File: config.mk
export PLATFORM = sky130hd
export DESIGN_NAME = regbank_write_arbiter_flat
export DESIGN_NICKNAME = d
export VERILOG_FILES = /design/src/rtl/regbank_write_arbiter_if.sv /design/src/rtl/regbank_write_arbiter.sv /design/src/flat_wrapper.sv
export SDC_FILE = /design/constraint.sdc
export NUM_CORES = 1
export LEC_CHECK = 0
export BUFFER_PORTS_ARGS = -buffer_cell sky130_fd_sc_hd__buf_2
export CAP_MARGIN = 10
export CORE_UTILIZATION = 62
export DETAILED_ROUTE_END_ITERATION = 8
export PLACE_DENSITY = 0.86
export SLEW_MARGIN = 20
export SYNTH_ARGS = -nofsm -noshare
export SYNTH_HDL_FRONTEND = slang
export SYNTH_SLANG_ARGS = --single-unit
File: constraint.sdc
create_clock -name clk -period 5.8 [get_ports clk]
set_clock_uncertainty 0.2 [all_clocks]
set_input_delay 0.29 -clock clk [delete_from_list [all_inputs] [get_ports clk]]
set_output_delay 0.29 -clock clk [all_outputs]
set_load 0.005 [all_outputs]
File: src/rtl/regbank_write_arbiter_if.sv
// Writeback request/commit bundle between the ALU/LSU requesters, the write
// arbiter and the register bank write port.
interface regbank_write_arbiter_if #(
   parameter int DATA_W = 32
) ();
   logic              req0_valid;
   logic [3:0]        req0_addr;
   logic [DATA_W-1:0] req0_data;
   logic              req0_ready;
   logic              req1_valid;
   logic [3:0]        req1_addr;
   logic [DATA_W-1:0] req1_data;
   logic              req1_ready;
   logic              wr_en;
   logic [3:0]        wr_addr;
   logic [DATA_W-1:0] wr_data;
   logic [15:0]       busy;

   modport slave (
      input  req0_valid, req0_addr, req0_data,
      output req0_ready,
      input  req1_valid, req1_addr, req1_data,
      output req1_ready,
      output wr_en, wr_addr, wr_data, busy
   );

   modport master (
      output req0_valid, req0_addr, req0_data,
      input  req0_ready,
      output req1_valid, req1_addr, req1_data,
      input  req1_ready,
      input  wr_en, wr_addr, wr_data, busy
   );
endinterface

File: src/rtl/regbank_write_arbiter.sv
// Two-requester register bank write arbiter: per-requester FIFOs, round-robin
// drain into a registered write stage, plus a per-register busy mask.
// Optional: define REGWR_ZERO_LOCK_EN to make register 0 hardwired zero.
module regbank_write_arbiter #(
   parameter int DATA_W = 32,
   parameter int QDEPTH = 2
) (
   input  logic                    clk,
   input  logic                    rst_n,
   regbank_write_arbiter_if.slave  bus
);
   localparam int PW = $clog2(QDEPTH);
   localparam int CW = PW + 1;

   typedef struct packed {
      logic [3:0]        addr;
      logic [DATA_W-1:0] data;
   } entry_t;

   entry_t            mem_q    [2][QDEPTH];
   entry_t            mem_d    [2][QDEPTH];
   logic [PW-1:0]     rd_ptr_q [2];
   logic [PW-1:0]     rd_ptr_d [2];
   logic [PW-1:0]     wr_ptr_q [2];
   logic [PW-1:0]     wr_ptr_d [2];
   logic [CW-1:0]     cnt_q    [2];
   logic [CW-1:0]     cnt_d    [2];
   logic              rr_q, rr_d;
   logic              wr_en_q, wr_en_d;
   logic [3:0]        wr_addr_q, wr_addr_d;
   logic [DATA_W-1:0] wr_data_q, wr_data_d;

   logic   req_valid [2];
   entry_t req_entry [2];
   logic   ready     [2];
   logic   push      [2];
   logic   pop       [2];
   logic   nonempty  [2];
   entry_t head      [2];
   logic   grant_vld;
   logic   grant_idx;
   entry_t gnt_entry;
   logic [15:0] busy_c;

   assign req_valid[0] = bus.req0_valid;
   assign req_valid[1] = bus.req1_valid;
   assign req_entry[0] = '{addr: bus.req0_addr, data: bus.req0_data};
   assign req_entry[1] = '{addr: bus.req1_addr, data: bus.req1_data};

   // Arbitration looks only at FIFO heads; a same-cycle push is never granted.
   always_comb begin
      for (int n = 0; n < 2; n++) begin
         ready[n]    = (cnt_q[n] != CW'(QDEPTH));
         push[n]     = req_valid[n] && ready[n];
         nonempty[n] = (cnt_q[n] != '0);
         head[n]     = mem_q[n][rd_ptr_q[n]];
      end
      grant_vld = nonempty[0] || nonempty[1];
      grant_idx = (nonempty[0] && nonempty[1]) ? rr_q : nonempty[1];
      pop[0]    = grant_vld && !grant_idx;
      pop[1]    = grant_vld && grant_idx;
      gnt_entry = grant_idx ? head[1] : head[0];
   end

   always_comb begin
      mem_d = mem_q;
      for (int n = 0; n < 2; n++) begin
         rd_ptr_d[n] = rd_ptr_q[n];
         wr_ptr_d[n] = wr_ptr_q[n];
         if (push[n]) begin
            mem_d[n][wr_ptr_q[n]] = req_entry[n];
            wr_ptr_d[n]           = wr_ptr_q[n] + 1'b1;
         end
         if (pop[n])
            rd_ptr_d[n] = rd_ptr_q[n] + 1'b1;
         cnt_d[n] = cnt_q[n] + CW'(push[n]) - CW'(pop[n]);
      end
      rr_d      = grant_vld ? !grant_idx : rr_q;
      wr_addr_d = grant_vld ? gnt_entry.addr : wr_addr_q;
      wr_data_d = grant_vld ? gnt_entry.data : wr_data_q;
`ifdef REGWR_ZERO_LOCK_EN
      // Register 0 entries still burn their slot but never strobe the bank.
      wr_en_d   = grant_vld && (gnt_entry.addr != 4'd0);
`else
      wr_en_d   = grant_vld;
`endif
   end

   always_ff @(posedge clk or negedge rst_n) begin
      if (!rst_n) begin
         for (int n = 0; n < 2; n++) begin
            rd_ptr_q[n] <= '0;
            wr_ptr_q[n] <= '0;
            cnt_q[n]    <= '0;
            for (int i = 0; i < QDEPTH; i++)
               mem_q[n][i] <= '0;
         end
         rr_q      <= 1'b0;
         wr_en_q   <= 1'b0;
         wr_addr_q <= '0;
         wr_data_q <= '0;
      end else begin
         mem_q     <= mem_d;
         rd_ptr_q  <= rd_ptr_d;
         wr_ptr_q  <= wr_ptr_d;
         cnt_q     <= cnt_d;
         rr_q      <= rr_d;
         wr_en_q   <= wr_en_d;
         wr_addr_q <= wr_addr_d;
         wr_data_q <= wr_data_d;
      end
   end

   // Occupied FIFO slots are the count entries starting at the read pointer.
   always_comb begin
      busy_c = '0;
      for (int n = 0; n < 2; n++)
         for (int i = 0; i < QDEPTH; i++)
            if (CW'(i) < cnt_q[n])
               busy_c[mem_q[n][rd_ptr_q[n] + PW'(i)].addr] = 1'b1;
      if (wr_en_q)
         busy_c[wr_addr_q] = 1'b1;
`ifdef REGWR_ZERO_LOCK_EN
      busy_c[0] = 1'b0;
`endif
   end

   assign bus.req0_ready = ready[0];
   assign bus.req1_ready = ready[1];
   assign bus.wr_en      = wr_en_q;
   assign bus.wr_addr    = wr_addr_q;
   assign bus.wr_data    = wr_data_q;
   assign bus.busy       = busy_c;
endmodule
File: src/flat_wrapper.sv
// flat-port wrapper written by rule: the top's interface ports become plain ports
module regbank_write_arbiter_flat 
#(
   parameter int DATA_W = 32,
   parameter int QDEPTH = 2
)
  (clk, rst_n, bus_req0_valid, bus_req0_addr, bus_req0_data, bus_req0_ready, bus_req1_valid, bus_req1_addr, bus_req1_data, bus_req1_ready, bus_wr_en, bus_wr_addr, bus_wr_data, bus_busy);
  regbank_write_arbiter_if #(.DATA_W(DATA_W)) bus_i ();
  input  logic clk;
  input  logic rst_n;
  input wire logic [$bits(bus_i.req0_valid)-1:0] bus_req0_valid;
  input wire logic [$bits(bus_i.req0_addr)-1:0] bus_req0_addr;
  input wire logic [$bits(bus_i.req0_data)-1:0] bus_req0_data;
  output wire logic [$bits(bus_i.req0_ready)-1:0] bus_req0_ready;
  input wire logic [$bits(bus_i.req1_valid)-1:0] bus_req1_valid;
  input wire logic [$bits(bus_i.req1_addr)-1:0] bus_req1_addr;
  input wire logic [$bits(bus_i.req1_data)-1:0] bus_req1_data;
  output wire logic [$bits(bus_i.req1_ready)-1:0] bus_req1_ready;
  output wire logic [$bits(bus_i.wr_en)-1:0] bus_wr_en;
  output wire logic [$bits(bus_i.wr_addr)-1:0] bus_wr_addr;
  output wire logic [$bits(bus_i.wr_data)-1:0] bus_wr_data;
  output wire logic [$bits(bus_i.busy)-1:0] bus_busy;
  assign bus_i.req0_valid = bus_req0_valid;
  assign bus_i.req0_addr = bus_req0_addr;
  assign bus_i.req0_data = bus_req0_data;
  assign bus_req0_ready = bus_i.req0_ready;
  assign bus_i.req1_valid = bus_req1_valid;
  assign bus_i.req1_addr = bus_req1_addr;
  assign bus_i.req1_data = bus_req1_data;
  assign bus_req1_ready = bus_i.req1_ready;
  assign bus_wr_en = bus_i.wr_en;
  assign bus_wr_addr = bus_i.wr_addr;
  assign bus_wr_data = bus_i.wr_data;
  assign bus_busy = bus_i.busy;
  regbank_write_arbiter #(.DATA_W(DATA_W), .QDEPTH(QDEPTH)) u_core (.clk(clk), .rst_n(rst_n), .bus(bus_i));
endmodule
## Word-level counts from Yosys, hierarchy flattened

Index checks and enable logic that the tools add are counted.
W data, S select, Z words.

| word-level totals | value |
|---|---|
| bits in registers | 190 |
| word-level logic and storage cells | 111 |

| operators by class | value |
|---|---|
| add/sub/neg operators | 8 |
| order comparisons | 22 |
| equal/unequal tests | 2 |
| multiplexer cells | 35 |
| bitwise gates (word level) | 10 |
| reduce and logical (&&, ||, !) cells | 16 |

Operator list:

| operator | count |
|---|---|
| $mux W36 | 15 |
| $bwmux W72 | 2 |
| $mux W16 | 5 |
| $demux W36 S1 | 2 |
| $or A16 B16 Y16 | 4 |
| $lt A4 B5 Y1 const B | 5 |
| $demux W1 S4 | 5 |
| $ge A4 B1 Y1 const B | 5 |
| $ge A2 B2 Y1 const B | 6 |
| $logic_and A1 B1 Y1 | 12 |
| $not A1 Y2 | 6 |
| $lt A1 B2 Y1 const A | 4 |
| $mux W1 | 6 |
| $add A1 B1 Y1 const B | 4 |
| $add A2 B1 Y2 | 2 |
| $lt A2 B1 Y1 const B | 2 |
| $ne A2 B2 Y1 const B | 2 |
| $reduce_bool A2 Y1 | 2 |
| $sub A2 B1 Y2 | 2 |
| $logic_not A1 Y1 | 1 |
| $logic_or A1 B1 Y1 | 1 |

## Longest topological paths before layout

| logic depth | value |
|---|---|
| word-level depth | 17 |
| gate-level depth with buffers | 11 |
| gate-level depth less buffers | 10 |

## Least setup slack after synthesis

No wires, ideal clock.

| timing | value |
|---|---|
| path kind | register to register |
| start | reg u_core.cnt_q[3] in the netlist's numbering |
| end | reg u_core.cnt_q[3] in the netlist's numbering |
| arrival | 1.861 ns |
| data required time | 5.472 ns |
| path slack | 3.611 ns |
| cell stages (with the launch flop) | 11 |
| period minus slack after synthesis | 2.189 ns |
| cells stage by stage | dfrtp_1 > or2_1 > nor3_4 > inv_2 > nand2_1 > inv_1 > ha_1 > inv_1 > ha_1 > xnor2_1 > xnor2_1 |

RTL lines:

| what | line | RTL |
|---|---|---|
| from (decl) | regbank_write_arbiter.sv:26 | `logic [CW-1:0] cnt_q [2];` |
| from (signal assigned) | regbank_write_arbiter.sv:106 | `cnt_q <= cnt_d;` |

## Worst setup path in the final report

| timing | value |
|---|---|
| start | reg u_core.rd_ptr_q[1] in the netlist's numbering |
| end | out bus_busy[1] |

| on the way | value |
|---|---|
| longest elaborated chain between the ends | 17 |

Ends and longest elaborated chain:

| what | line | RTL |
|---|---|---|
| from (decl) | regbank_write_arbiter.sv:22 | `logic [PW-1:0] rd_ptr_q [2];` |
| from (signal assigned) | regbank_write_arbiter.sv:104 | `rd_ptr_q <= rd_ptr_d;` |
| $add A1 B1 Y1 or $not A1 Y2 (tied branches) | regbank_write_arbiter.sv:120 | `busy_c[mem_q[n][rd_ptr_q[n] + PW'(i)].addr] = 1'b1;` |
| $not A1 Y2 (not written as such) or $mux W36 (tied branches) | regbank_write_arbiter.sv:120 |  |
| $mux W36 (not written as such) (2 in series) | regbank_write_arbiter.sv:120 |  |
| $mux W36 (not written as such), or another cell as far along | regbank_write_arbiter.sv:120 |  |
| $lt A4 B5 Y1 (not written as such), or another cell as far along | regbank_write_arbiter.sv:120 |  |
| $logic_and A1 B1 Y1 (not written as such) or $mux W1 (tied branches) | regbank_write_arbiter.sv:120 |  |
| $mux W1 (not written as such) or $demux W1 S4 (tied branches) | -- |  |
| $demux W1 S4 or $mux W16 (tied branches) | -- |  |
| $or A16 B16 Y16 (no line) | -- |  |
| $mux W16 (*) | regbank_write_arbiter.sv:119 | `if (CW'(i) < cnt_q[n])` |
| $or A16 B16 Y16 (no line) | -- |  |
| $mux W16 (*) | regbank_write_arbiter.sv:119 |  |
| $or A16 B16 Y16 (no line) | -- |  |
| $mux W16 (*) | regbank_write_arbiter.sv:119 |  |
| $or A16 B16 Y16 (no line) | -- |  |
| $mux W16 (*) | regbank_write_arbiter.sv:121 | `if (wr_en_q)` |
| to (decl) | flat_wrapper.sv:22 | `output wire logic [$bits(bus_i.busy)-1:0] bus_busy;` |

Mark *: on every way between the ends. The rest lies on a longest branch, timed or not. The select of a mux whose other input is x is not followed.

==> results.toml <==
[worst_setup_path]
path_delay_family = "compound AO/OA/AOI/OAI gates"
path_max_fanout = 32
crit_path_start = "u_core.rd_ptr_q[1]"
endpoint_kind = "output port"
worst_ep_arrival_time_ns = 2.66
critPathKind = "register to output port"
r2r_slack_ns = 2.90
slowest_delay_ns = 0.84
r2r_start = "u_core.cnt_q[3]"
crit_path_end = "bus_busy[1]"
crit_chain = "nor3b_1 > o21ai_0 > a2bb2oi_1 > nand2_1 > buf_2"
rr_worst_depth = 9
crit_cells = 5
r2r_end = "u_core.cnt_q[1]"
critPathSlowestCell = "o21ai_0"
cp_data_required_time_ns = 5.31
start_kind = "register"
crit_buf_inv = 1

[run_status]
violations = "DRC"
status = "finished with violations"

[finish]
drive_above_1_share = 0.3713
final_cell_count_no_fill = 1132
multi_input_area_um2 = 4367
fin_nets = 1016
num_antenna_cells = 0
regArea_um2 = 4757
fill_cells = 826
final_area_um2 = 11460
syn_to_final_growth_pct = 21.26

[sta]
fmax_mhz = 317.4
period_share = 0.5432
rsz0062_at_grt = "false"
setup_viol = 0
tightest_slew_ns = 1.057
fin_crit_ns = 3.150
setup_tns_ns = 0
hold_viol = 0
drv_slew = 0
holdWs_ns = 0.04485
slew_headroom = 0.2880

[placed_design]
dpl_cell_area_um2 = 10100
dp.cells = 1027
post-dp-hpwl_um = 16080
place_congestion = 0.9623
port_buffers = 130

[yosys]
ys_ff_latch = 190
yosysWarnings = 0
synthFlopType = "dfrtp_1"
netlist.area_leader.share = 0.5030
synth.area.top_cells = "dfrtp_1 50%, mux2_2 20%, mux2i_1 8.7%"
synthDistinctLibCells = 50
synth.most_common_cell = "dfrtp_1"
syn_nets = 830
yosys.area.top_type = "dfrtp_1"
synth_cells = 750
avgSynthCellArea_um2 = 12.60
synth_common_cells = "190 x dfrtp_1, 167 x mux2_2, 82 x mux2i_1, 59 x nand2_1, 25 x o21ai_0"
ys_async_sr_fraction = 1.000
syn-cell-area_um2 = 9453
synth_edf_count = 0
ys_seq_area_frac = 0.5030

[grt]
grt_max_degree = 72
grt_first_pass_wirelength_um = 43330
grt_pass1_vias = 7851
grt_usage = 0.3643
grt_antenna_before_repair = 0
grt_overflow = 0

[min_path]
hold_class = "primary input to register"

[routing]
via_per_inst = 6.339
vias = 7176
drc_errors = 7
ant_nets = 0
drtPass1Iterations = 9
wl_um = 27270
drtIter0Drc = 670
routedWlPerCell_um = 24.09

[clock_tree]
cts.path.max_buffers = 2
clockRootBuffer = "clkbuf_16"
cts_setup_buffers = 0
clock_latency_ns = 0.43
htreeDepth = 4
numCtsBuffers = 17
cts_tree = "built"
clk_pin_slew_worst_paths_ns = 0.07
cts_hold_buf = 73
cts.sinks = 190
cts_resized = 0

[floorplanning]
start_util = 0.6431
die_height_um = 125.5
pin_count = 131
die_area_um2 = 15740
rows = 44
core_um2 = 14700
fp.dieW_um = 125.5

[power_and_ir_drop]
ir_worst_vdd_uv = 410.1
p_per_area_nw_per_um2 = 644.8
p_leak_nw = 5.138

[run]
max-cap-violations = 0
-- worst register-to-register path, cell delays in order (launching register included) --
cell	delay, ns
dfrtp_1	0.52
nor2_4	0.11
o22ai_4	0.61
buf_4	0.47
inv_2	0.08
ha_1	0.29
inv_1	0.05
ha_1	0.19
xnor2_1	0.14
xnor2_1	0.13
-- metrics by stage --
step | setup slack (ns) | power (mW) | util
2_1_floorplan | 3.611 | 4.937 | -
3_3_place_gp | 2.977 | 5.761 | 0.6872
3_5_place_dp | 3.033 | 5.915 | 0.6872
4_1_cts | 2.704 | 7.165 | 0.7779
5_1_grt | 2.540 | 7.771 | 0.7798
6_report | 2.650 | 7.391 | 0.7798
-- cells in the final DEF, fill, tap and decap left out, types with 6 or more instances in the layout --
master and count:
a22oi_1 7, buf_2 129, buf_4 6, clkbuf_16 17
dfrtp_1 188, dlygate4sd3_1 73, inv_1 10, inv_8 6
mux2_1 18, mux2_2 167, mux2i_1 82, nand2_1 59
nand2b_1 18, nand3_1 6, nand3b_1 7, nor2_1 12
nor3_1 10, o21ai_0 25, o21ai_1 16, o22ai_1 7
o32ai_1 7, xnor2_1 8
-- logic make-up (layout without fill, tap and decap cells) --
family / after synthesis / in the layout / share of synthesized area
compound gates: 94 / 94 / 0.06711
xor+xnor: 8 / 8 / 0.007413
fa+ha+maj: 4 / 4 / 0.005295
buf+inv: 55 / 253 / 0.03587
flops: 190 / 190 / 0.5030
mux: 267 / 267 / 0.3072
simple gates: 132 / 132 / 0.07413
-- per-layer routing --
metal,track usage,routed length (µm),part of all wire,vias up
met4,0.1707,1028,0.038,0
li1,-,-,-,3090
met1,0.4508,10880,0.40,3641
met2,0.6150,13680,0.50,360
met3,0.07445,1676,0.061,85
met5,0,0,0,-
-- worst min path at each step --
| stage | startpoint | to | slack [ns] | depth (start not counted) |
|---|---|---|---|---|
| final | bus_req1_valid | u_core.wr_ptr_q[0] | 0.04 | 3 |
| after global routing | bus_req1_valid | u_core.wr_ptr_q[0] | 0.04 | 3 |
| after CTS | bus_req1_valid | u_core.wr_ptr_q[0] | 0.04 | 3 |
| after detailed placement | rst_n | u_core.mem_q[28] | 0.13 | 1 |
| after global placement | rst_n | u_core.mem_q[28] | 0.11 | 1 |
| after floorplan | rst_n | u_core.bus.wr_addr[0] | -0.21 | 0 |
-- flip-flops by register name, summed over array words and instances (netlist names) --
name / cells
u_core.mem_q: 144
u_core.bus.wr_data: 32
u_core.bus.wr_addr: 4
u_core.cnt_q: 4
u_core.rd_ptr_q: 2
u_core.wr_ptr_q: 2
u_core.bus.wr_en: 1
u_core.rr_q: 1
-- report_power, final --
part | switching [mW] | internal [mW]
clock network | 0.578 | 0.619
registers | 0.643 | 2.04
logic | 1.79 | 1.72
total | 3.01 | 4.38
-- layout make-up --
cell class              count  area share
flip-flops and latches    190      0.4150
repair buffers            210      0.1274
well taps                 184     0.02009
multi-input cells         505      0.3810
clock inverters            14     0.01550
clock buffers              17     0.03711
inverters                  12    0.003930
(Power assumes the default switching activity.)
